File: src/rtl/regfile_pkg.sv
// Register file shared constants.
// Architectural register indices and default widths.
package regfile_pkg;

  localparam int DATA_W_DEF = 32;
  localparam int ADDR_W_DEF = 5;
  localparam int NUM_RD_DEF = 2;

  localparam int ZERO_IDX = 0;
  localparam int V0_IDX   = 2;
  localparam int A0_IDX   = 4;
  localparam int RA_IDX   = 31;

endpackage

File: src/rtl/regfile_read_port.sv
// One asynchronous read port of regfile_mp.
// Ports: addr in; regs_flat/pend state in; wr/link
// commit info in; data/busy out.
// Same-cycle forwarding when REGFILE_BYPASS_EN is set.
module regfile_read_port
  import regfile_pkg::*;
#(
  parameter int DATA_W   = DATA_W_DEF,
  parameter int ADDR_W   = ADDR_W_DEF,
  parameter int ZERO_REG = 1,
  parameter int RA_REG   = RA_IDX
) (
  input  logic [ADDR_W-1:0]             addr,
  input  logic [(2**ADDR_W)*DATA_W-1:0] regs_flat,
  input  logic [(2**ADDR_W)-1:0]        pend,
  input  logic                          wr_ok,
  input  logic [ADDR_W-1:0]             wr_addr,
  input  logic [DATA_W-1:0]             wr_data,
  input  logic                          link_ok,
  input  logic [DATA_W-1:0]             link_data,
  output logic [DATA_W-1:0]             data,
  output logic                          busy
);

  localparam logic [ADDR_W-1:0] ZERO_A = ADDR_W'(ZERO_IDX);
  localparam logic [ADDR_W-1:0] RA_A   = ADDR_W'(RA_REG);

  always_comb begin
    data = regs_flat[addr*DATA_W +: DATA_W];
    busy = pend[addr];
    if (ZERO_REG != 0 && addr == ZERO_A) begin
      data = '0;
      busy = 1'b0;
    end
`ifdef REGFILE_BYPASS_EN
    // wr_ok already excludes the link target
    if (link_ok && addr == RA_A) begin
      data = link_data;
      busy = 1'b0;
    end else if (wr_ok && addr == wr_addr) begin
      data = wr_data;
      busy = 1'b0;
    end
`endif
  end

`ifndef REGFILE_BYPASS_EN
  logic unused_byp;
  assign unused_byp = ^{wr_ok, wr_addr, wr_data,
                        link_ok, link_data, RA_A};
`endif

endmodule

File: src/rtl/regfile_mp.sv
// Multi-port register file with link port and
// pending scoreboard.
// Ports: clk, rst (async high); rd_addr/rd_data/
// rd_busy (NUM_RD ports); wr_*; link_*; alloc_*;
// tap_v0/tap_a0/tap_ra.
// Macro REGFILE_BYPASS_EN: same-cycle forwarding.
module regfile_mp
  import regfile_pkg::*;
#(
  parameter int DATA_W   = DATA_W_DEF,
  parameter int ADDR_W   = ADDR_W_DEF,
  parameter int NUM_RD   = NUM_RD_DEF,
  parameter int ZERO_REG = 1,
  parameter int RA_REG   = RA_IDX,
  parameter int V0_REG   = V0_IDX,
  parameter int A0_REG   = A0_IDX
) (
  input  logic                     clk,
  input  logic                     rst,
  input  logic [NUM_RD*ADDR_W-1:0] rd_addr,
  output logic [NUM_RD*DATA_W-1:0] rd_data,
  output logic [NUM_RD-1:0]        rd_busy,
  input  logic                     wr_en,
  input  logic [ADDR_W-1:0]        wr_addr,
  input  logic [DATA_W-1:0]        wr_data,
  input  logic                     link_en,
  input  logic [DATA_W-1:0]        link_data,
  input  logic                     alloc_en,
  input  logic [ADDR_W-1:0]        alloc_addr,
  output logic [DATA_W-1:0]        tap_v0,
  output logic [DATA_W-1:0]        tap_a0,
  output logic [DATA_W-1:0]        tap_ra
);

  localparam int DEPTH = 2**ADDR_W;
  localparam logic [ADDR_W-1:0] ZERO_A = ADDR_W'(ZERO_IDX);
  localparam logic [ADDR_W-1:0] RA_A   = ADDR_W'(RA_REG);
  localparam bit RA_DEAD = (ZERO_REG != 0) && (RA_REG == 0);
  localparam bit ZMASK   = (ZERO_REG != 0);

  logic [DATA_W-1:0]       regs [DEPTH];
  logic [DEPTH*DATA_W-1:0] regs_flat;
  logic [DEPTH-1:0]        pend;
  logic [DEPTH-1:0]        pend_nxt;

  logic link_ok;
  logic wr_ok;
  logic alloc_ok;

  // Commit qualifiers: reset discards, r0 guarded,
  // link beats a general write to the same register.
  assign link_ok  = !rst && link_en && !RA_DEAD;
  assign wr_ok    = !rst && wr_en
                 && !(ZMASK && wr_addr == ZERO_A)
                 && !(link_ok && wr_addr == RA_A);
  assign alloc_ok = !rst && alloc_en
                 && !(ZMASK && alloc_addr == ZERO_A);

  always_ff @(posedge clk or posedge rst) begin
    if (rst) begin
      for (int i = 0; i < DEPTH; i++) begin
        regs[i] <= '0;
      end
    end else begin
      if (wr_ok) begin
        regs[wr_addr] <= wr_data;
      end
      if (link_ok) begin
        regs[RA_A] <= link_data;
      end
    end
  end

  // Alloc applied last: a new producer outlives a
  // write landing on the same edge.
  always_comb begin
    pend_nxt = pend;
    if (wr_ok) begin
      pend_nxt[wr_addr] = 1'b0;
    end
    if (link_ok) begin
      pend_nxt[RA_A] = 1'b0;
    end
    if (alloc_ok) begin
      pend_nxt[alloc_addr] = 1'b1;
    end
  end

  always_ff @(posedge clk or posedge rst) begin
    if (rst) begin
      pend <= '0;
    end else begin
      pend <= pend_nxt;
    end
  end

  always_comb begin
    regs_flat = '0;
    for (int i = 0; i < DEPTH; i++) begin
      regs_flat[i*DATA_W +: DATA_W] = regs[i];
    end
  end

  for (genvar g = 0; g < NUM_RD; g++) begin : g_rd
    regfile_read_port #(
      .DATA_W   (DATA_W),
      .ADDR_W   (ADDR_W),
      .ZERO_REG (ZERO_REG),
      .RA_REG   (RA_REG)
    ) u_rp (
      .addr      (rd_addr[g*ADDR_W +: ADDR_W]),
      .regs_flat (regs_flat),
      .pend      (pend),
      .wr_ok     (wr_ok),
      .wr_addr   (wr_addr),
      .wr_data   (wr_data),
      .link_ok   (link_ok),
      .link_data (link_data),
      .data      (rd_data[g*DATA_W +: DATA_W]),
      .busy      (rd_busy[g])
    );
  end

  localparam logic [ADDR_W-1:0] TAP_A [3] = '{
    ADDR_W'(V0_REG), ADDR_W'(A0_REG), ADDR_W'(RA_REG)
  };

  logic [DATA_W-1:0] taps [3];

  always_comb begin
    for (int t = 0; t < 3; t++) begin
      taps[t] = regs[TAP_A[t]];
      if (ZMASK && TAP_A[t] == ZERO_A) begin
        taps[t] = '0;
      end
`ifdef REGFILE_BYPASS_EN
      if (link_ok && TAP_A[t] == RA_A) begin
        taps[t] = link_data;
      end else if (wr_ok && TAP_A[t] == wr_addr) begin
        taps[t] = wr_data;
      end
`endif
    end
  end

  assign tap_v0 = taps[0];
  assign tap_a0 = taps[1];
  assign tap_ra = taps[2];

endmodule
File: config.mk
export PLATFORM = sky130hd
export DESIGN_NAME = regfile_mp
export DESIGN_NICKNAME = d
export VERILOG_FILES = /design/src/rtl/regfile_pkg.sv /design/src/rtl/regfile_read_port.sv /design/src/rtl/regfile_mp.sv
export SDC_FILE = /design/constraint.sdc
export NUM_CORES = 2
export LEC_CHECK = 0
export BUFFER_PORTS_ARGS = -buffer_cell sky130_fd_sc_hd__buf_2
export CAP_MARGIN = 20
export CORE_MARGIN = 5
export CORE_UTILIZATION = 55
export DETAILED_ROUTE_END_ITERATION = 12
export GPL_TIMING_DRIVEN = 0
export PLACE_DENSITY = 0.72
export SKIP_CTS_REPAIR_TIMING = 1
export SYNTH_ARGS = -nofsm -noshare
export SYNTH_HDL_FRONTEND = slang
export SYNTH_HIERARCHICAL = 1
export SYNTH_SLANG_ARGS = --single-unit
File: constraint.sdc
create_clock -name clk -period 48.4 [get_ports clk]
set_clock_uncertainty 0.05 [all_clocks]
set_input_delay 7.26 -clock clk [delete_from_list [all_inputs] [get_ports clk]]
set_output_delay 7.26 -clock clk [all_outputs]
set_load 0.005 [all_outputs]
==> run_results.csv <==
group,metric,value,unit
min_path,min-delay-path-class,"flip-flop to flip-flop",
synth,synthesis.area_per_instance,14.5,sq um
cells_and_area,multi_input_comb_area,28200,sq um
die,ios,251,
cells_and_area,register_area,26400,sq um
drt,met3RoutedLength,30100,um
drt,drt_first_iter_violations,6235,
power,static-leakage-power,29.7,nW
critical_path,worstPathRequired,41.09,ns
drt,route.vias.total,42400,
timing,timing.final.crit_share,37.0,%
timing,tightestPinTransition,1.35,ns
critical_path,type_of_origin_of_the_critical_path,"input port",
power,vdd_ir_drop_max,0.0000307,V
die,fp.dieArea,112000,sq um
cts,clk-insertion-delay-late,0.72,ns
synth,post_synth_inst_count,3975,
placed_design,finalWeightedCongestion,0.959,
drt,post-route-drc-count,0,
timing,fmax,0.0558,GHz
grt,vias_in_the_first_global_route,42200,
cts,clk_buf_depth,3,
grt,grt_start_max_net_pins,131,
timing,grt_setup_unrepaired,"false",
critical_path,critical_path.endpoint_type,"output pin",
placed_design,hpwlAfterDp,153000,um
critical_path,cp.arrival,10.62,ns
synth,synth_area,57800,sq um
cells_and_area,filler_cell_count,7961,
power,fraction_of_power_spent_switching_nets,27.6,%
cells_and_area,finish.net_count,4447,
grt,grt.total_usage,38.9,%
power,p_total,2.48,mW
timing,setup_viol_count_final,0,
grt,antenna_violations_before_repair,14,
critical_path,setup.worst_path.start,"rd_addr[2]",
power,combinationalPowerShare,18.6,%
cells_and_area,syn2layout_area_growth,12.9,%
synth,synth.net_count,4064,
power,power.sequential.fraction,44.1,%
grt,grt_first_pass_wirelength,308000,um
power,pwr_density_cell,38.0,nW/um^2
drt,m1WireLength,79500,um
synth,yosysWarnings,6,
drt,drt-wirelength-per-cell,37.6,um
critical_path,crit_fanout,10,
drt,drtAntennaViolNets,0,
cts,cts_tree,"yes",
die,std_cell_rows,119,
job,drv.max_cap_violation_count,0,
run_status,outcome,"finished, final reports clean",
cts,number_of_clock_sinks,1056,
timing,timing.final.max_slew_violations,0,
grt,total_congestion_overflow,0,
drt,dr.max_layer_used,"met5",
timing,finalHoldWorstSlack,0.420,ns
drt,drt_pass1_iterations,9,
critical_path,critical_path.reg2reg.startpoint,"tap_ra[24]",
cells_and_area,drive_above_1_share,50.0,%
drt,post_drt_via_cell_ratio,7.23,
cts,depth_of_the_cts_h_tree,3,
timing,max_slew_margin,10.0,%
power,power.internal,1.79,mW
timing,timing.final.hold_violations,0,
die,coreArea,105000,sq um
cts,cts.clk_slew.worst_paths,0.06,ns
drt,met2RoutedLength,94100,um
die,fp.dieH,334,um
placed_design,io_buffer_count,237,
cts,cts_buffers,114,
critical_path,critical_path_class,"input port to output pin",
power,p_clk_share,37.3,%
power,p_switching,0.685,mW
die,floorplan.initialDensity,55.2,%
min_path,timing.hold.worst.start,"regs[1013]",
cts,cts-root-buf,"sky130_fd_sc_hd__clkbuf_16",
drt,wl,220000,um
timing,timing.final.crit_period,17.93,ns
die,dieWidth,334,um
==> worst paths after layout <==
| check | cells after the start | slack (ns) | end |
|---|---|---|---|
| max | 7 | 30.47 | rd_data[23] |
| min | 1 | 0.42 | regs[1013] |
| max reg2reg | 2 | 47.26 | tap_ra[24] |
| min reg2reg | 1 | 0.42 | regs[1013] |
| max in group asynchronous | 7 | 38.78 | regs[780] |
| min in group asynchronous | 3 | 6.99 | regs[223] |
==> layer usage <==
metal / track usage, % / vias to the layer above
met5: 0.638 / -
met1: 50.8 / 22100
met3: 14.6 / 902
met4: 23.0 / 6
met2: 55.8 / 3269
li1: - / 16100
==> final cells by class <==
class | count | area share (%)
antenna | 12 | 0.0460
buffer | 557 | 4.90
clock buffer | 167 | 5.06
clock inverter | 45 | 0.949
inverter | 9 | 0.0632
multi-input combinational | 2353 | 43.1
sequential | 1056 | 40.5
tap | 1391 | 2.67
timing repair buffer | 267 | 2.70
==> registers in the layout, indices dropped and copies added (netlist names) <==
| signal | cells |
|---|---|
| regs | 928 |
| pend | 32 |
| tap_a0 | 32 |
| tap_ra | 32 |
| tap_v0 | 32 |
==> cell usage in the layout, fill, tap and decap left out, drive strengths merged, types with 14 or more instances in the layout <==
| cell | n |
|---|---|
| bufinv | 14 |
| o21ai | 157 |
| a31oi | 32 |
| nand2 | 60 |
| mux2 | 1026 |
| a311oi | 66 |
| clkinv | 25 |
| a21oi | 30 |
| mux4 | 462 |
| inv | 14 |
| a221oi | 50 |
| mux2i | 132 |
| buf | 615 |
| nor2 | 45 |
| clkbuf | 376 |
| a22oi | 66 |
| dfrtp | 1056 |
| nor2b | 73 |
| a211oi | 66 |
| o2111ai | 16 |
==> metrics by stage <==
| step | setup TNS, ns | util, % | setup slack, ns | cell area [sq um] | std cells |
|---|---|---|---|---|---|
| global placement | -567.29 | 58.0 | -0.664 | 60800 | 5603 |
| finish | 0 | 62.3 | 30.47 | 65300 | 5857 |
| floorplan | 0 | - | 11.27 | 57800 | 3975 |
| detailed placement | 0 | 58.5 | 30.80 | 61300 | 5633 |
| global route | 0 | 62.3 | 30.66 | 65300 | 5848 |
| CTS | 0 | 62.3 | 30.80 | 65300 | 5845 |
==> worst max-delay path, stage by stage <==
cell	delay, ns
sky130_fd_sc_hd__buf_4	0.28
sky130_fd_sc_hd__buf_4	0.35
sky130_fd_sc_hd__buf_2	0.51
sky130_fd_sc_hd__clkbuf_1	0.81
sky130_fd_sc_hd__a211oi_1	0.32
sky130_fd_sc_hd__a311oi_1	0.81
sky130_fd_sc_hd__buf_2	0.25
==> power groups by stage <==
stage | logic [mW] | registers, mW | clock network, mW
finish | 0.462 | 1.09 | 0.924
global route | 0.484 | 1.10 | 0.961
CTS | 0.454 | 1.09 | 0.926
detailed placement | 0.451 | 1.10 | 0
global placement | 0.438 | 1.10 | 0
floorplan | 0.326 | 1.07 | 0
Power figures use the tool's default switching activity.
